<file path="config.mk">
export PLATFORM = sky130hd
export DESIGN_NAME = bsg_manycore_pl_to_ps_packet_arbiter
export DESIGN_NICKNAME = d
export VERILOG_FILES = /design/src/rtl/bsg_manycore_pl_to_ps_packet_arbiter.sv
export SDC_FILE = /design/constraint.sdc
export NUM_CORES = 1
export LEC_CHECK = 0
export CAP_MARGIN = 15
export CORE_MARGIN = 8
export CORE_UTILIZATION = 41
export DETAILED_ROUTE_END_ITERATION = 8
export GPL_TIMING_DRIVEN = 0
export PLACE_DENSITY_LB_ADDON = 0.3
export SLEW_MARGIN = 20
export SYNTH_ARGS = -nofsm -noshare
export SYNTH_HDL_FRONTEND = slang
export SYNTH_SLANG_ARGS = --single-unit
</file>
<file path="constraint.sdc">
create_clock -name clk_i -period 3.1 [get_ports clk_i]
set_input_delay 0.62 -clock clk_i [delete_from_list [all_inputs] [get_ports clk_i]]
set_output_delay 0.62 -clock clk_i [all_outputs]
set_load 0.1 [all_outputs]
</file>
<file path="src/rtl/bsg_manycore_pl_to_ps_packet_arbiter.sv">
// Purpose: round-robin, packet-atomic merge of several wide manycore packet streams onto one narrow PL-to-PS FIFO channel, with per-source delivered-packet counters.
// Latency: a packet accepted in cycle t presents its first word in t+1 and its last word in t+els_lp when the FIFO never stalls; one IDLE cycle separates packets.
// Backpressure: fifo_ready_i low freezes the word being presented; sources see ready only in IDLE, so a stalled FIFO holds every source off.
module bsg_manycore_pl_to_ps_packet_arbiter #(
  parameter int num_src_p    = 2,
  parameter int fifo_width_p = 128,
  parameter int data_width_p = 32,
  localparam int els_lp      = (fifo_width_p + data_width_p - 1) / data_width_p,
  localparam int id_width_lp = (num_src_p > 1) ? $clog2(num_src_p) : 1
) (
  input  logic                              clk_i,
  input  logic                              reset_i,

  input  logic [num_src_p*fifo_width_p-1:0] src_data_i,
  input  logic [num_src_p-1:0]              src_v_i,
  output logic [num_src_p-1:0]              src_ready_o,

  output logic [data_width_p-1:0]           fifo_data_o,
  output logic                              fifo_v_o,
  input  logic                              fifo_ready_i,
  output logic [id_width_lp-1:0]            fifo_src_id_o,
  output logic                              fifo_last_o,

  output logic [num_src_p*32-1:0]           pkt_count_o
);

  // The shift register is padded up to a whole number of words so the
  // final word of a non-multiple packet carries zeros in its upper bits.
  localparam int shift_width_lp = els_lp * data_width_p;
  localparam int cnt_width_lp   = (els_lp > 1) ? $clog2(els_lp) : 1;

  localparam logic [0:0] idle_s = 1'b0;
  localparam logic [0:0] send_s = 1'b1;

  logic [0:0]                    state_r;
  logic [shift_width_lp-1:0]     shift_r;
  logic [cnt_width_lp-1:0]       cnt_r;
  logic [id_width_lp-1:0]        src_id_r;
  logic [id_width_lp-1:0]        last_grant_r;
  logic [num_src_p-1:0][31:0]    pkt_count_r;

  logic                          grant_v;
  logic [id_width_lp-1:0]        grant_id;
  logic [id_width_lp-1:0]        cand;
  logic [fifo_width_p-1:0]       grant_pkt;
  logic                          accept;
  logic                          last_word;
  logic                          word_xfer;
  logic                          pkt_done;

  // Round-robin search: start one past the previous winner and wrap, first valid source wins.
  always_comb begin
    grant_v  = 1'b0;
    grant_id = '0;
    cand     = '0;
    for (int i = 1; i <= num_src_p; i++) begin
      cand = id_width_lp'((int'(last_grant_r) + i) % num_src_p);
      if (!grant_v && src_v_i[cand]) begin
        grant_v  = 1'b1;
        grant_id = cand;
      end
    end
  end

  // Select the winning source's packet for capture.
  always_comb begin
    grant_pkt = '0;
    for (int i = 0; i < num_src_p; i++) begin
      if (grant_id == id_width_lp'(i)) begin
        grant_pkt = src_data_i[i*fifo_width_p +: fifo_width_p];
      end
    end
  end

  assign accept    = (state_r == idle_s) && grant_v && !reset_i;
  assign last_word = (cnt_r == cnt_width_lp'(els_lp - 1));
  assign word_xfer = (state_r == send_s) && fifo_ready_i;
  assign pkt_done  = word_xfer && last_word;

  // One-hot ready for the winner only, and only while idle and out of reset.
  always_comb begin
    src_ready_o = '0;
    if (accept) begin
      src_ready_o = num_src_p'(1) << grant_id;
    end
  end

  // Packet FSM: capture in IDLE, shift one word out per FIFO transfer in SEND.
  always_ff @(posedge clk_i) begin
    if (reset_i) begin
      state_r      <= idle_s;
      shift_r      <= '0;
      cnt_r        <= '0;
      src_id_r     <= '0;
      last_grant_r <= id_width_lp'(num_src_p - 1);
    end else begin
      case (state_r)
        idle_s: begin
          if (grant_v) begin
            shift_r      <= shift_width_lp'(grant_pkt);
            cnt_r        <= '0;
            src_id_r     <= grant_id;
            last_grant_r <= grant_id;
            state_r      <= send_s;
          end
        end
        send_s: begin
          if (fifo_ready_i) begin
            shift_r <= shift_r >> data_width_p;
            cnt_r   <= cnt_r + 1'b1;
            if (last_word) begin
              state_r <= idle_s;
            end
          end
        end
        default: state_r <= idle_s;
      endcase
    end
  end

  // Delivered-packet counters bump only when the final word actually leaves.
  always_ff @(posedge clk_i) begin
    if (reset_i) begin
      pkt_count_r <= '0;
    end else if (pkt_done) begin
      pkt_count_r[src_id_r] <= pkt_count_r[src_id_r] + 32'd1;
    end
  end

  // Outputs toward the FIFO come straight from state; the shift register is
  // zero whenever IDLE, so the data bus reads zero between packets.
  assign fifo_v_o      = (state_r == send_s);
  assign fifo_data_o   = shift_r[data_width_p-1:0];
  assign fifo_last_o   = (state_r == send_s) && last_word;
  assign fifo_src_id_o = src_id_r;
  assign pkt_count_o   = pkt_count_r;

endmodule

</file>
[Yosys cells after proc, flatten, opt, wreduce, memory -nomap -nowiden]
Cells that the tools add are included.
Storage, ports and cells
  flip-flop bits (word level): 197
  input bits: 261
  output and inout port bits: 101
  word-level logic and storage cells: 56
Cells by class
  add/sub/neg operators: 4
  order comparisons: 4
  equal/unequal tests: 3
  shift-type cells: 1
  mux-type cells: 25
  bitwise gates (word level): 1
  reduce and logical (&&, ||, !) cells: 11
Operators by type and width (number)
  two-way mux 128 bit: 3
  one-hot mux 128 bit (2 select lines): 1
  two-way mux 32 bit: 3
  bitwise mux 64 bit: 1
  adder 32 x 1 -> 32 bit, second input constant: 1
  demux 32 bit (select 1 bit): 1
  two-way mux 1 bit: 11
  logical AND 1 bit: 7
  < comparator 1 x 2 -> 1 bit, second input constant: 3
  two-way mux 2 bit: 3
  inequality test 2 bit, second input constant: 2
  one-hot mux 2 bit (2 select lines): 1
  AND reduction 2 bit: 2
  adder 1 bit, second input constant: 2
  adder 2 x 1 -> 2 bit, second input constant: 1
  == test 2 bit, second input constant: 1
  logical NOT 1 bit: 2
  one-hot mux 1 bit (2 select lines): 1
  left shift 1 x 1 -> 2 bit, first input constant: 1
  >= comparator 1 bit, second input constant: 1
  NOT 1 bit: 1

[Longest topological paths before layout]
  word-level depth: 10
  depth in mapped cells: 12
  depth with buffers taken out: 7

[Least setup slack after synthesis]
No wires, ideal clock.
  path kind: reg-to-output
  start: reg state_r, in the netlist fifo_v_o
  end: out src_ready_o[0]
  arrival: 3552 ps
  required time: 2480 ps
  setup slack: -1072 ps
  cell stages (with the launch flop): 5
  buffers on the path: 2
  cells stage by stage: dfxtp_1 -> o21bai_1 -> clkbuf_1 -> clkbuf_1 -> nor3_1
On the way
  cells in the longest elaborated chain, start to end: 4
RTL lines
  from (decl): line 35  | logic [0:0] state_r;
  from (signal assigned): line 91  | state_r <= idle_s;
  from (signal assigned): line 104  | state_r <= send_s;
  from (signal assigned): line 112  | state_r <= idle_s;
  NOT 1 bit (no line)
  logical AND 1 bit (2 in a row): line 75  | assign accept = (state_r == idle_s) && grant_v && !reset_i;
  two-way mux 2 bit: line 83  | if (accept) begin
  to (decl): line 16  | output logic [num_src_p-1:0] src_ready_o,
Every way passes these cells.

[Worst setup path in the final report]
  start: in src_v_i[1]
  end: out src_ready_o[1]
On the way
  cells in the longest elaborated chain, start to end: 9
  elaborated cells between the ends (all ways): 14
RTL lines
  from (decl): line 15  | input logic [num_src_p-1:0] src_v_i,
  two-way mux 1 bit (implied by the code) (2 in a row): line 58  | if (!grant_v && src_v_i[cand]) begin
  two-way mux 1 bit: line 58
  logical NOT 1 bit: line 58
  logical AND 1 bit: line 58
  two-way mux 1 bit: line 58
  logical AND 1 bit (2 in a row): line 75
  two-way mux 2 bit (*): line 83
Mark *: on every way between the ends. The rest lies on a longest branch, timed or not. The select of a mux whose other input is x is not followed.

==> results.toml <==
[grt]
grt_max_degree = 20
antenna_found_initial = 1
grt_overflow_total = 0
grt_pass1_wl_mm = 62.93
grtUsageTotal_pct = 27.64
grt_pass1_vias = 11140

[die]
row_count = 57
initial_core_util_pct = 41.21
die_x_um = 171.2
die_y_um = 171.2
core_area_sq_um = 23960
die_area_sq_um = 29310
io_pins = 362

[clock_network]
clock_sinks = 197
cts.htree.levels = 4
cts-buffers-inserted = 17
cts_root_buf = "clkbuf_16"
cts.clk_slew.worst_paths_ps = 80
tritoncts = "done"
cts_hold_buf = 0
cts.path.max_buffers = 2
clkLatencyLatePin_ps = 430

[power]
irDropWorstVdd_uv = 317.9
p_per_area_nw_per_um2 = 443.6
p_leak_nw = 5.364
power.switching_mw = 1.971
p_sw_share_pct = 30.58
p_clk_share_pct = 34.2
internal_power_mw = 4.474
power.total_mw = 6.445
combPwrFrac_pct = 23.1
pwr-share-seq_pct = 42.7

[timing]
fin_worst_skew_ps = 15.01
setup_ws_ps = 99.67
setup_viol = 0
finalHoldViolCount = 0
period_minus_slack_ps = 3000
max-slew-margin-rel_pct = 22.56
tightest_slew_ps = 1162
min_period_over_period_pct = 96.78
max_freq_ghz = 0.3333
finalMaxSlewViolations = 0
rsz0062_at_grt = "false"

[drt]
drt-total-wl_mm = 41.73
vias = 11370
wl_per_cell_um = 20.39
antenna_left = 0
via_per_inst = 5.552
dr.pass1.iters = 6
drc = 0
drt_iter0_markers = 953

[worst_setup_path]
crit_path_end_kind = "output port"
start_kind = "primary input"
crit_required_ps = 2480
critPathArrivalTime_ps = 2380
reg2reg_slack_ps = 130
path_class = "in -> out"
crit_fanout = 19

[hold_path]
hold_class = "reg -> reg"

[cells_and_area]
multiInputGateArea_sq_um = 5284
syn_to_final_growth_pct = 47.13
drive_gt1_share_pct = 5.401
num-fill-cells = 2217
layout.nets = 1972
stdcell_count = 2047
ff_latch_area_sq_um = 3948

[place]
place_ws_ps = -1554
port_buffers = 360
dp_hpwl_mm = 32.67
place_inst = 2016
gp_congestion = 0.9038

[synthesis]
synth_ff_type = "dfxtp_1"
synth_top_cell_by_area = "dfxtp_1"
syn_area_per_cell_sq_um = 7.414
synth_edf_count = 0
synth_top_area_share_pct = 39.93
ys_top_cells_by_area = "dfxtp_1, nand2_1, a21oi_1"
synth_cell_types = 45
netlist_instances = 1332
synthArstFlopShare_pct = 0
yosysWarningCount = 0
syn_nets = 1595
synth_seq_cells = 197
synth_area_sq_um = 9876
yosysSeqAreaShare_pct = 39.93

[flow_run]
max_cap_violations = 0

[outcome]
status = "finished clean"
## worst paths after layout
kind	depth (start not counted)	start	endpoint
worst max-delay path	5	src_v_i[1]	src_ready_o[1]
worst min-delay path	2	shift_r[92]	shift_r[92]
worst max register to register	11	fifo_src_id_o	pkt_count_o[54]
worst min register to register	2	shift_r[92]	shift_r[92]
## layout by cell type (no fill, tap or decap), drive strengths merged, types with 34 or more instances in the layout
master         Yosys  layout
nor2             132     132
clkbuf            83     100
clkdlybuf4s50      0     357
dfxtp            197     197
nand2            323     323
a221oi            64      64
nand3             34      34
buf               54      58
a21oi            164     164
o21ai             60      60
## flip-flops by register name, indices dropped and copies added (netlist names)
name / flops
shift_r: 128
cnt_r: 2
last_grant_r: 1
fifo_src_id_o: 1
fifo_v_o: 1
pkt_count_o: 64
## stage by stage
stage / cell area, sq um / hold slack [ps] / setup TNS (ps) / util [%]
6_report: 14530 / 457.7 / 0 / 60.64
5_1_grt: 14530 / 475.7 / 0 / 60.64
4_1_cts: 14500 / 457.5 / 0 / 60.50
3_3_place_gp: 13910 / 444.4 / -39690 / 58.06
3_5_place_dp: 13910 / 447.6 / -42090 / 58.06
2_1_floorplan: 9903 / 432.0 / 0 / -
## routing by layer
| metal | share of wire (%) | wire, um | track usage, % | up-vias |
|---|---|---|---|---|
| met2 | 47 | 19810 | 46.75 | 572 |
| met3 | 9.3 | 3892 | 6.036 | 62 |
| met4 | 2.2 | 934 | 8.922 | 0 |
| met5 | 0 | 0 | 0 | - |
| li1 | - | - | - | 5401 |
| met1 | 41 | 17090 | 34.53 | 5330 |
## cell type report
type                            count  area share, %
Sequential cell                   197          27.17
Clock inverter                     11         0.7922
Buffer                            132          4.598
Timing Repair Buffer              363          24.93
Tap cell                          324          2.790
Antenna cell                        1        0.01722
Inverter                            4         0.1033
Multi-Input combinational cell    994          36.36
Clock buffer                       21          3.238
## worst max-delay path, cell delays in order
cell and delay [ps]:
clkdlybuf4s50_1 560, a21bo_2 350, clkbuf_4 330, nor3_4 190
buf_4 320
## synth_stat cells, drive strengths merged, types with 3 or more instances
master and n:
and3 8, a21oi 164, xor2 25, o31ai 7
and2 5, nor3 4, nand3 34, a31oi 33
dfxtp 197, or4 7, o21ai 60, nor2 132
nand2 323, buf 54, xnor2 5, a221oi 64
nand3b 13, a222oi 3, a22oi 6, nand4 18
or3 22, clkbuf 83, mux2 3, mux2i 33
inv 4
## timing repair
item / CTS / global route
pin swaps: 0 / 2
setup endpoints to repair: 50 / 29
gates resized for setup: 23 / 7
buffers inserted: 0 / 3
## power by group through the flow
stage | clock network [mW] | logic, mW | registers, mW
final | 2.21 | 1.49 | 2.75
after global routing | 2.32 | 1.59 | 2.76
after global placement | 0 | 1.46 | 2.80
after CTS | 2.22 | 1.48 | 2.75
after detailed placement | 0 | 1.47 | 2.80
after floorplan | 0 | 0.838 | 2.78
## kinds of logic after synthesis
family / share of synthesized area (%)
AND/OR/NAND/NOR: 25.30
AO/OA/AOI/OAI: 21.34
flip-flops: 39.93
buffers and inverters: 6.829
multiplexers: 3.687
XOR/XNOR: 2.661
adder cells (fa/ha/maj): 0.2533
No activity file was read; power rests on OpenSTA's default activity.
==> variant (same flow settings) <==
Put one more register stage on the output `pkt_count_o`, without a reset. The value now appears one clock later. The other outputs are not delayed to match.
--- a/src/rtl/bsg_manycore_pl_to_ps_packet_arbiter.sv
+++ b/src/rtl/bsg_manycore_pl_to_ps_packet_arbiter.sv
@@ -133,7 +133,9 @@
   assign fifo_data_o   = shift_r[data_width_p-1:0];
   assign fifo_last_o   = (state_r == send_s) && last_word;
   assign fifo_src_id_o = src_id_r;
-  assign pkt_count_o   = pkt_count_r;
+  always_ff @(posedge clk_i) begin
+    pkt_count_o <= pkt_count_r;
+  end
 
 endmodule
 
Check against the original RTL: same outputs for any inputs over 4 cycles, from zero or initial values and one cycle with reset_i high; that may be too few to reach the edited logic, so the function may still have changed.
==> variant against the unedited design <==
Routed wire length is 1.3% lower. Largest cell class unchanged. Sequential cell count rose by 64. Area after synthesis is 17% higher. Sequential power up 29%. Synthesized cell count grew 7.1%. Design area increased by 15%. Total power up 31%. Worst setup slack improved by 0.028 ns.
==> variant: results (changes against the unedited design) <==
* Hold WS at 0.371 ns (-0.0862 ns)
* Distinct cells, synth at 53 (+18%)
* ANT cells at 3 (+2)
* Total GRT Usage at 22.9% (-4.8 points)
* Top cells by area, synth: dfxtp_1 45%, mux2i_1 11%, nand2_1 10%
* HP Start: pkt_count_r[63]
* Clock tree buffer depth at 3 (+1)
* Htree depth at 1 (-3)
* Buffers excl. clock at 491 (-0.81%)
* Worst r2r path cells at 8 (-3)
* Clock-cell share at 5.70% (+1.7 points)
* FF-to-FF End: pkt_count_r[61]
* WHS Path Cells at 0 (-2)
* Synth-to-Final Area Change at 44.2%
* R2R setup slack at 0.18 ns (+0.05 ns)
* Clk_lat worst skew at 0.54 ns (+0.11 ns)
* Relative slew margins at 29.1% (+6.6 points)
* Routed len/inst at 18.6 um (-9.0%)
* WP data arrival at 2.35 ns (-0.03 ns)
* Status: finished clean
* Logic inverters at 6 (+2)
* Cells after DPL at 2165 (+7.4%)
* First-pass GRT wire length at 62200 um (-1.2%)
* Antenna violations before repair at 5 (+4)
* Non-clk buf share at 25.6% (-4.0 points)
* Area after DPL at 0.0157 mm2 (+13%)
* FF+latch count at 261 (+32%)
* Worst path max stage delay at 0.54 ns (-0.02 ns)
* Clock-pin slew on the worst setup and hold paths at 0.06 ns (-0.02 ns)
* CLK BUF at 38 (+81%)
* Multi-input gates at 1028 (+3.4%)
* Sequential area share after synthesis at 45.1% (+5.2 points)
* Worst vdd ir at 0.000373 V (+17%)
* Worst Hold Path EP: pkt_count_o[63]
* Clock skew at 0.0157 ns (+0.000675 ns)
* DR vias at 11546 (+1.6%)
[variant: logic make-up after synthesis]
group / Yosys count / share of synthesized area [%]
mux: 132 / 11.4
fa+ha+maj: 2 / 0.216
buf+inv: 137 / 5.70
compound gates: 315 / 14.6
xor+xnor: 29 / 2.19
simple gates: 550 / 20.8
flops: 261 / 45.1
[variant: timing repair]
item / CTS / global route
resized for setup: 36 / 6
endpoints found under the setup margin: 67 / 12
pin swaps: 0 / 1
setup buffers: 1 / 0
[variant: metal layers]
metal | part of all wire (%) | up-vias | track usage, %
met3 | 7.9 | 61 | 4.88
met5 | 0.056 | - | 0
met2 | 46 | 469 | 36.7
li1 | - | 5661 | -
met1 | 44 | 5351 | 30.7
met4 | 2.0 | 4 | 6.13
[variant: report_power, final]
part,switching [mW],internal (mW)
registers,0.0728,3.48
logic,0.846,0.640
clock network,1.39,2.04
total,2.31,6.16
